<file path="src/rtl/multicycle_ctrl.sv">
// multicycle_ctrl: multi-cycle instruction sequencer with handshake,
// memory-wait timeout, illegal-opcode trap and retire counter.
module multicycle_ctrl #(
    parameter int OPCODE_W    = 6,
    parameter int MEM_TIMEOUT = 15,
    parameter int PERF_W      = 16
) (
    input  logic                clk,
    input  logic                rst,
    input  logic                instr_valid,
    output logic                instr_ready,
    input  logic [OPCODE_W-1:0] opcode,
    input  logic                zero,
    input  logic                mem_ready,
    input  logic                trap_clr,
    output logic [1:0]          ALUOp,
    output logic                RegDst,
    output logic                RegWrite,
    output logic                MemRead,
    output logic                MemWrite,
    output logic                Branch,
    output logic                Jump,
    output logic                JumpReg,
    output logic                PCWrite,
    output logic                done,
    output logic                trap,
    output logic                trap_cause,
    output logic [PERF_W-1:0]   retired_count,
    output logic [2:0]          state_dbg
);

    typedef enum logic [2:0] {
        S_IDLE   = 3'd0,
        S_DECODE = 3'd1,
        S_EXEC   = 3'd2,
        S_MEM    = 3'd3,
        S_WB     = 3'd4,
        S_TRAP   = 3'd5
    } state_t;

    localparam int CW = $clog2(MEM_TIMEOUT + 1);

    localparam logic [OPCODE_W-1:0] OP_ADD = OPCODE_W'(0);
    localparam logic [OPCODE_W-1:0] OP_SUB = OPCODE_W'(2);
    localparam logic [OPCODE_W-1:0] OP_BEQ = OPCODE_W'(4);
    localparam logic [OPCODE_W-1:0] OP_J   = OPCODE_W'(6);
    localparam logic [OPCODE_W-1:0] OP_JR  = OPCODE_W'(7);
    localparam logic [OPCODE_W-1:0] OP_LW  = OPCODE_W'(8);
    localparam logic [OPCODE_W-1:0] OP_SW  = OPCODE_W'(9);

    state_t              state;
    logic [OPCODE_W-1:0] op_q;
    logic [CW-1:0]       tcnt;
    logic                cause_q;

    logic is_add, is_sub, is_beq, is_j, is_jr, is_lw, is_sw, legal;

    assign is_add = (op_q == OP_ADD);
    assign is_sub = (op_q == OP_SUB);
    assign is_beq = (op_q == OP_BEQ);
    assign is_j   = (op_q == OP_J);
    assign is_jr  = (op_q == OP_JR);
    assign is_lw  = (op_q == OP_LW);
    assign is_sw  = (op_q == OP_SW);
    assign legal  = is_add | is_sub | is_beq | is_j | is_jr | is_lw | is_sw;

    // State sequencing, opcode latch, memory timeout and retire counter
    always_ff @(posedge clk) begin
        if (rst) begin
            state         <= S_IDLE;
            op_q          <= '0;
            tcnt          <= '0;
            cause_q       <= 1'b0;
            retired_count <= '0;
        end else begin
            if (done) begin
                retired_count <= retired_count + PERF_W'(1);
            end
            case (state)
                S_IDLE: begin
                    if (instr_valid) begin
                        op_q  <= opcode;
                        state <= S_DECODE;
                    end
                end
                S_DECODE: begin
                    if (legal) begin
                        state <= S_EXEC;
                    end else begin
                        state   <= S_TRAP;
                        cause_q <= 1'b0;
                    end
                end
                S_EXEC: begin
                    unique case (1'b1)
                        is_add, is_sub: state <= S_WB;
                        is_lw, is_sw: begin
                            state <= S_MEM;
                            tcnt  <= '0;
                        end
                        default: state <= S_IDLE;
                    endcase
                end
                S_MEM: begin
                    // a late mem_ready on the limit cycle still completes
                    if (mem_ready) begin
                        state <= is_lw ? S_WB : S_IDLE;
                    end else begin
                        tcnt <= tcnt + CW'(1);
                        if (tcnt == CW'(MEM_TIMEOUT - 1)) begin
                            state   <= S_TRAP;
                            cause_q <= 1'b1;
                        end
                    end
                end
                S_WB: state <= S_IDLE;
                S_TRAP: begin
                    if (trap_clr) begin
                        state <= S_IDLE;
                    end
                end
                default: state <= S_IDLE;
            endcase
        end
    end

    // Control outputs decoded from current state and latched opcode
    always_comb begin
        instr_ready = 1'b0;
        ALUOp       = 2'b00;
        RegDst      = 1'b0;
        RegWrite    = 1'b0;
        MemRead     = 1'b0;
        MemWrite    = 1'b0;
        Branch      = 1'b0;
        Jump        = 1'b0;
        JumpReg     = 1'b0;
        PCWrite     = 1'b0;
        done        = 1'b0;
        trap        = 1'b0;
        case (state)
            S_IDLE: instr_ready = 1'b1;
            S_EXEC: begin
                if (is_sub) ALUOp = 2'b10;
                if (is_beq) ALUOp = 2'b01;
                Branch  = is_beq;
                Jump    = is_j;
                JumpReg = is_jr;
                PCWrite = (is_beq & zero) | is_j | is_jr;
                done    = is_beq | is_j | is_jr;
            end
            S_MEM: begin
                MemRead  = is_lw;
                MemWrite = is_sw;
                done     = is_sw & mem_ready;
            end
            S_WB: begin
                RegWrite = 1'b1;
                RegDst   = is_add | is_sub;
                done     = 1'b1;
            end
            S_TRAP: trap = 1'b1;
            default: ;
        endcase
    end

    assign trap_cause = cause_q;
    assign state_dbg  = state;

endmodule

</file>
<file path="config.mk">
export PLATFORM = sky130hd
export DESIGN_NAME = multicycle_ctrl
export DESIGN_NICKNAME = d
export VERILOG_FILES = /design/src/rtl/multicycle_ctrl.sv
export SDC_FILE = /design/constraint.sdc
export NUM_CORES = 1
export LEC_CHECK = 0
export ABC_CLOCK_PERIOD_IN_PS = 1720
export BUFFER_PORTS_ARGS = -buffer_cell sky130_fd_sc_hd__buf_2
export CAP_MARGIN = 20
export CELL_PAD_IN_SITES_DETAIL_PLACEMENT = 0
export CELL_PAD_IN_SITES_GLOBAL_PLACEMENT = 1
export CORE_MARGIN = 4
export CORE_UTILIZATION = 36
export CTS_BUF_LIST = sky130_fd_sc_hd__clkbuf_2 sky130_fd_sc_hd__clkbuf_4 sky130_fd_sc_hd__clkbuf_8
export DETAILED_ROUTE_END_ITERATION = 8
export MAX_ROUTING_LAYER = met4
export PLACE_DENSITY_LB_ADDON = 0.1
export SLEW_MARGIN = 20
export SYNTH_ARGS = -nofsm -noshare
export SYNTH_HDL_FRONTEND = slang
export SYNTH_SLANG_ARGS = --single-unit
</file>
<file path="constraint.sdc">
create_clock -name clk -period 1.72 [get_ports clk]
set_input_delay 0.086 -clock clk [delete_from_list [all_inputs] [get_ports clk]]
set_output_delay 0.086 -clock clk [all_outputs]
set_load 0.02 [all_outputs]
</file>
==> summary.md, run 1 <==
| Metric | Value |
|---|---|
| Vias in the first global route | `1,609` |
| Worst slew slack as a fraction of its limit | `0.623` |
| Initial antenna violation count | `0` |
| Horizontal extent of the die | `76.2 um` |
| # Max-Cap Violations | `0` |
| Routed wirelength normalized by instance count | `14.5 um` |
| Outcome | `complete, but fails checks` |
| Worst clock skew | `5.88 ps` |
| DR vias | `1,665` |
| Area grow syn2layout | `44.5%` |
| Number of enable flip-flop cells after synthesis | `0` |
| Number of design rule violations left after detail routing | `0` |
| Gate count of the mapped netlist | `197` |
| N_diodes | `0` |
| Post-synthesis average cell area | `8.50 um^2` |
| End-of-flow core utilization | `0.548` |
| CP Max Fanout | `5` |
| Share of synthesized registers carrying an async set or reset | `0` |
| Synthesized flop and latch total | `30` |
| Final Hold Vio Count | `0` |
| Tot GR Track Use | `0.154` |
| Post-layout instance count excluding filler cells | `321` |
| Arrival time at the worst endpoint | `1650 ps` |
| Pin count of the biggest net entering global routing | `31` |
| Proportion of layout cells with a drive suffix above 1 | `0.435` |
| Die Span Y | `76.2 um` |
| Critical path, cell by cell | `buf_6 -> nor3b_4 -> nand4_4 -> buf_6 -> nand2_4 -> buf_6` |
| Number of buffers created by CTS | `5` |
| Worst setup slack after layout | `-15.4 ps` |
| Worst VDD drop | `0.443 mV` |
| Post-route minimum period | `1740 ps` |
| Clock transition time at the flip-flop clock pins of the worst setup and hold paths | `60 ps` |
| Core Box Area | `4410 um^2` |
| Total negative slack for setup checks | `-42.4 ps` |
| GRT Residual Overflow | `0` |
| Achievable Freq | `576 MHz` |
| Drt first-iter violations | `83` |
| Ys flop type | `sky130_fd_sc_hd__dfxtp_1` |
| Vias per cell | `5.19` |
| Category of the most critical setup path | `reg2out` |
| Period Utilization, post-route | `1.01` |
| Seq/Total Area, Yosys | `0.359` |
| Overall routed net length | `4.66 mm` |
| Total power of the final layout | `0.00189 W` |
| Maximum level of the CTS H-tree | `2` |
| Crit. End Element | `output port` |
| First-pass GRT wire length | `7.26 mm` |
| Number of nets produced by synthesis | `212` |
| Netlist area before placement | `1670 um^2` |
| Fillers | `419` |
| Number of clock sinks seen by CTS | `30` |
| Failing checks | `setup timing` |
| Number of iterations in the first detailed-routing pass | `4` |
| Latest clock arrival within the worst-skew pair | `280 ps` |
| Most prevalent standard cell on the critical path | `sky130_fd_sc_hd__buf_6` |
| Clock Tree Buf Depth | `2` |
| Num ports | `45` |
| Count of standard-cell rows | `24` |
| Total die area | `5810 um^2` |
| Placed Cells | `305` |
| Detail Placement HPWL | `3.31 mm` |
| Count of input and output buffers | `44` |
| Power per cell area | `782 nW/um^2` |
| Starting Density | `0.379` |
| Final-stage net count | `283` |
| Number of nets still failing antenna checks after routing | `0` |
| TritonCTS clock tree | `built` |
| Count of unique library cells instantiated by Yosys | `41` |
| Setup repair after global routing missed its margin | `yes` |
| Critical Path RT | `1630 ps` |
| Reported leakage power | `0.986 nW` |
| Path category of the worst min-delay check | `in2reg` |
| Setup-violating endpoint count in the final report | `4` |
| CP max-delay cell | `sky130_fd_sc_hd__dfxtp_2` |
| Total count of max-transition violations in the final report | `0` |
| Count of warnings emitted by yosys | `0` |
| Final weighted congestion in routability-driven placement | `0.862` |
| Clk root buf | `sky130_fd_sc_hd__clkbuf_8` |
| Sort of element at the start of the critical path | `flop` |
| Slowest cell delay on critical path | `330 ps` |
| Transition time at the pin with the least slew margin | `566 ps` |
layer usage:
layer	vias to the layer above	wire [um]	track usage
met1	773	2110	0.184
li1	831	-	-
met4	0	53	0.0490
met5	-	0	-
met3	8	249	0.0508
met2	53	2240	0.246
metrics by stage:
step / hold WS (ps) / instance area [um^2] / setup WS [ps]
2_1_floorplan: 225 / 1710 / 6.91
3_3_place_gp: 319 / 2110 / 63.4
3_5_place_dp: 329 / 2110 / -8.30
4_1_cts: 36.0 / 2250 / -41.5
5_1_grt: 54.5 / 2420 / -118
6_report: 40.4 / 2420 / -15.4
area by class of cell:
cell class / count / area, um^2 / share of cell area
clock inverter: 1 / 5.00 / 0.00207
sequential: 30 / 607 / 0.251
multi-input combinational: 149 / 1120 / 0.465
tap: 52 / 65.1 / 0.0269
clock buffer: 7 / 90.1 / 0.0372
inverter: 6 / 22.5 / 0.00931
timing repair buffer: 76 / 505 / 0.209
state kept, by name, summed over array words and instances, names as in the netlist:
register       cells
tcnt               4
state_dbg          3
trap_cause         1
op_q               6
retired_count     16
what timing repair did:
action / 4_1_cts / 5_1_grt
endpoints found under the setup margin: 4 / 17
resized for setup: 2 / 26
buffers inserted: 3 / 4
cloned: 0 / 1
hold endpoints to repair: 0 / 0
hold buffers: 0 / 0
pin swaps: 2 / 24
placed cells by master, fill, tap and decap left out, types with 2 or more instances in the layout:
cell	synthesis	layout
sky130_fd_sc_hd__buf_2	5	40
sky130_fd_sc_hd__nor2_1	30	30
sky130_fd_sc_hd__buf_4	3	29
sky130_fd_sc_hd__dfxtp_1	30	25
sky130_fd_sc_hd__xnor2_1	15	15
sky130_fd_sc_hd__nand2_1	15	13
sky130_fd_sc_hd__a21oi_1	13	11
sky130_fd_sc_hd__nand3_1	8	8
sky130_fd_sc_hd__inv_1	6	6
sky130_fd_sc_hd__clkbuf_8	0	6
sky130_fd_sc_hd__buf_6	0	6
sky130_fd_sc_hd__and2_1	5	5
sky130_fd_sc_hd__o21ai_0	5	5
sky130_fd_sc_hd__mux2i_1	5	5
sky130_fd_sc_hd__a211oi_2	4	5
sky130_fd_sc_hd__dfxtp_2	0	5
sky130_fd_sc_hd__nor3_2	0	4
sky130_fd_sc_hd__nor3_1	8	4
sky130_fd_sc_hd__nor3b_4	2	3
sky130_fd_sc_hd__a211oi_1	5	3
sky130_fd_sc_hd__ha_1	3	3
sky130_fd_sc_hd__nand2b_1	2	2
sky130_fd_sc_hd__nand3b_1	2	2
sky130_fd_sc_hd__or3_1	2	2
sky130_fd_sc_hd__and4_1	2	2
sky130_fd_sc_hd__nand4_1	2	2
sky130_fd_sc_hd__a2111oi_4	0	2
sky130_fd_sc_hd__xor2_1	2	2
cells in the mapped netlist (2+ instances only):
| cell type | instances | area (um^2) |
|---|---|---|
| sky130_fd_sc_hd__a21oi_1 | 13 | 65.1 |
| sky130_fd_sc_hd__o21ai_0 | 5 | 25.0 |
| sky130_fd_sc_hd__nand2b_1 | 2 | 12.5 |
| sky130_fd_sc_hd__nand4_1 | 2 | 12.5 |
| sky130_fd_sc_hd__and4_1 | 2 | 17.5 |
| sky130_fd_sc_hd__buf_2 | 5 | 25.0 |
| sky130_fd_sc_hd__nand3b_1 | 2 | 15.0 |
| sky130_fd_sc_hd__or3_1 | 2 | 12.5 |
| sky130_fd_sc_hd__inv_1 | 6 | 22.5 |
| sky130_fd_sc_hd__xor2_1 | 2 | 17.5 |
| sky130_fd_sc_hd__buf_4 | 3 | 22.5 |
| sky130_fd_sc_hd__a2111oi_2 | 2 | 30.0 |
| sky130_fd_sc_hd__and2_1 | 5 | 31.3 |
| sky130_fd_sc_hd__a211oi_2 | 4 | 50.1 |
| sky130_fd_sc_hd__clkbuf_1 | 4 | 15.0 |
| sky130_fd_sc_hd__xnor2_1 | 15 | 131 |
| sky130_fd_sc_hd__and3_1 | 2 | 12.5 |
| sky130_fd_sc_hd__mux2i_1 | 5 | 50.1 |
| sky130_fd_sc_hd__nor3_1 | 8 | 40.0 |
| sky130_fd_sc_hd__dfxtp_1 | 30 | 601 |
| sky130_fd_sc_hd__ha_1 | 3 | 37.5 |
| sky130_fd_sc_hd__nor3b_4 | 2 | 37.5 |
| sky130_fd_sc_hd__a211oi_1 | 5 | 37.5 |
| sky130_fd_sc_hd__nand2_1 | 15 | 56.3 |
| sky130_fd_sc_hd__nor2_1 | 30 | 113 |
| sky130_fd_sc_hd__nand3_1 | 8 | 40.0 |
power breakdown:
| part | leakage (nW) | total [W] | switching [W] | internal (W) |
|---|---|---|---|---|
| combinational | 0.689 | 0.000514 | 0.000279 | 0.000235 |
| sequential | 0.245 | 0.000778 | 0.0000466 | 0.000732 |
| clock | 0.0517 | 0.000600 | 0.000262 | 0.000338 |
cells by family (layout without fill, tap and decap cells):
kind of cell,count (synthesis),after routing,synth area share
simple gates,88,89,0.291
flops,30,30,0.359
compound gates,35,35,0.155
xor+xnor,17,17,0.0889
fa+ha+maj,3,3,0.0224
buf+inv,19,90,0.0531
mux,5,5,0.0299
path summary, 6_finish.rpt:
kind,endpoint,depth (start not counted),start,slack (ps)
setup / recovery,done,6,op_q[2],-20
hold / removal,op_q[0],3,opcode[0],40
setup reg to reg,retired_count[11],8,op_q[5],-10
hold reg to reg,trap_cause,2,trap_cause,490
worst max-delay path, delay by kind of cell, from the launching register on:
family | cells | cell delay (ps)
and+or+nand+nor | 3 | 600
buffers and inverters | 3 | 430
DFF | 1 | 330
No activity file was read; power rests on OpenSTA's default activity.
==> run 2: changes to the inputs <==
--- a/config.mk
+++ b/config.mk
@@ -14,7 +14,6 @@
 export CORE_UTILIZATION = 36
 export CTS_BUF_LIST = sky130_fd_sc_hd__clkbuf_2 sky130_fd_sc_hd__clkbuf_4 sky130_fd_sc_hd__clkbuf_8
 export DETAILED_ROUTE_END_ITERATION = 8
-export MAX_ROUTING_LAYER = met4
 export PLACE_DENSITY_LB_ADDON = 0.1
 export SLEW_MARGIN = 20
 export SYNTH_ARGS = -nofsm -noshare
==> constraint.sdc (replaced) <==
create_clock -name clk -period 1.72 [get_ports clk]
set_input_delay 0.344 -clock clk [delete_from_list [all_inputs] [get_ports clk]]
set_output_delay 0.344 -clock clk [all_outputs]
set_load 0.02 [all_outputs]
==> summary.md, run 2 (same netlist as run 1, synthesis figures left out) <==
| Metric | Value |
|---|---|
| Count of standard-cell rows | `24` |
| Critical register-to-register path startpoint | `state_dbg[0]` |
| Sort of element at the start of the critical path | `flop` |
| Number of buffers created by CTS | `5` |
| Capture point of the critical path | `Branch` |
| Maximum level of the CTS H-tree | `2` |
| TritonCTS clock tree | `built` |
| Drt first-iter violations | `52` |
| Most used cells in the layout excluding fill and tap cells | `sky130_fd_sc_hd__buf_4, sky130_fd_sc_hd__buf_2, sky130_fd_sc_hd__nor2_1` |
| Routed wirelength normalized by instance count | `14.2 um` |
| Pin count of the biggest net entering global routing | `31` |
| CP Max Fanout | `4` |
| Vias per cell | `5.08` |
| Latest clock arrival within the worst-skew pair | `280 ps` |
| Reported leakage power | `1.02 nW` |
| Period Utilization, post-route | `1.07` |
| N_diodes | `0` |
| Critical Path RT | `1380 ps` |
| Outcome | `complete, but fails checks` |
| Number of design rule violations left after detail routing | `0` |
| Crit. End Element | `output port` |
| Reg2Reg Setup Slack | `-30 ps` |
| Tot GR Track Use | `0.161` |
| First-pass GRT wire length | `7.71 mm` |
| Count of input and output buffers | `44` |
| Multi-input combinational cell area | `1150 um^2` |
| Transition time at the pin with the least slew margin | `578 ps` |
| Worst VDD drop | `0.480 mV` |
| Core Box Area | `4410 um^2` |
| Flip-flop count of the largest register after layout | `16` |
| R2r worst-path depth | `7` |
| Worst Min Path Start | `opcode[0]` |
| Clock Tree Buf Depth | `2` |
| Overall routed net length | `4.59 mm` |
| Setup repair after global routing missed its margin | `yes` |
| Failing checks | `setup timing` |
| Category of the most critical setup path | `reg2out` |
| Setup-violating endpoint count in the final report | `12` |
| Total die area | `5810 um^2` |
| Clk root buf | `sky130_fd_sc_hd__clkbuf_8` |
| Number of iterations in the first detailed-routing pass | `4` |
| Area grow syn2layout | `51.6%` |
| Total power of the final layout | `0.00204 W` |
| Sequential cell area in the final layout | `621 um^2` |
| GRT Residual Overflow | `0` |
| Capture instance of the worst register-to-register path | `retired_count[15]` |
| Horizontal extent of the die | `76.2 um` |
| Worst clock skew | `7.63 ps` |
| Vias in the first global route | `1,692` |
| Register ranked first by flip-flop count | `retired_count` |
| Final weighted congestion in routability-driven placement | `0.810` |
| CTS Hold Buffers Added | `0` |
| Arrival time at the worst endpoint | `1490 ps` |
| Fillers | `409` |
| Final Hold Vio Count | `0` |
| Clock transition time at the flip-flop clock pins of the worst setup and hold paths | `70 ps` |
| Path category of the worst min-delay check | `in2reg` |
| Number of clock sinks seen by CTS | `30` |
| Worst setup slack after layout | `-116 ps` |
| Post-route minimum period | `1840 ps` |
| Total count of max-transition violations in the final report | `0` |
| # Max-Cap Violations | `0` |
| Detail Placement HPWL | `3.24 mm` |
| Most common cell after layout, fill and taps aside | `sky130_fd_sc_hd__buf_4` |
| Worst setup path startpoint | `op_q[5]` |
| Smallest hold slack | `284 ps` |
| Achievable Freq | `545 MHz` |
| Total negative slack for setup checks | `-610 ps` |
| Starting Density | `0.379` |
| DR vias | `1,640` |
| Final-stage net count | `286` |
| Largest registers | `retired_count: 16 flops, op_q: 6 flops, tcnt: 4 flops` |
| Number of nets still failing antenna checks after routing | `0` |
| Proportion of layout cells with a drive suffix above 1 | `0.461` |
| Num ports | `45` |
| Power per cell area | `804 nW/um^2` |
| Worst setup slack after placement | `-74.7 ps` |
| Initial antenna violation count | `0` |
| Worst slew slack as a fraction of its limit | `0.615` |
| Die Span Y | `76.2 um` |
-- run 2: metal layers --
metal,global-route usage,wire length [um],vias up
met5,0,0,-
met4,0.0682,76,0
met3,0.0496,277,6
met2,0.262,2240,50
met1,0.195,1990,756
li1,-,-,828
-- run 2: worst min-delay path by stage --
stage               depth (start not counted)          to
floorplan                                   2     tcnt[1]
global placement                            2  trap_cause
detailed placement                          2  trap_cause
CTS                                         3     op_q[0]
global route                                3     op_q[0]
finish                                      3     op_q[0]
-- run 2: what timing repair did --
action / in CTS / in global routing
gates cloned: 0 / 0
endpoints found under the setup margin: 17 / 26
resized for setup: 29 / 26
pin swaps: 9 / 5
buffers inserted: 6 / 5
-- run 2: worst max-delay path, stage by stage (launching register included) --
cell	delay, ps
sky130_fd_sc_hd__dfxtp_2	340
sky130_fd_sc_hd__nor4b_4	250
sky130_fd_sc_hd__buf_4	170
sky130_fd_sc_hd__nand2_4	80
sky130_fd_sc_hd__nor3_4	210
sky130_fd_sc_hd__buf_6	150
-- run 2: power breakdown --
part	leakage (nW)	internal, W	switching (W)
registers	0.247	0.000735	0.0000521
logic	0.711	0.000243	0.000275
clock network	0.0573	0.000463	0.000271
-- run 2: layout make-up --
type / instances / area share
Multi-Input combinational cell: 148 / 0.452
Sequential cell: 30 / 0.245
Timing Repair Buffer: 80 / 0.225
Clock buffer: 6 / 0.0325
Tap cell: 52 / 0.0256
Clock inverter: 1 / 0.0118
Inverter: 6 / 0.00888
-- run 2: through the flow --
| stage | area, um^2 | std cells | utilization |
|---|---|---|---|
| floorplan | 1720 | 197 | - |
| global placement | 2120 | 305 | 0.481 |
| detailed placement | 2120 | 305 | 0.481 |
| CTS | 2390 | 318 | 0.541 |
| global route | 2540 | 323 | 0.575 |
| finish | 2540 | 323 | 0.575 |
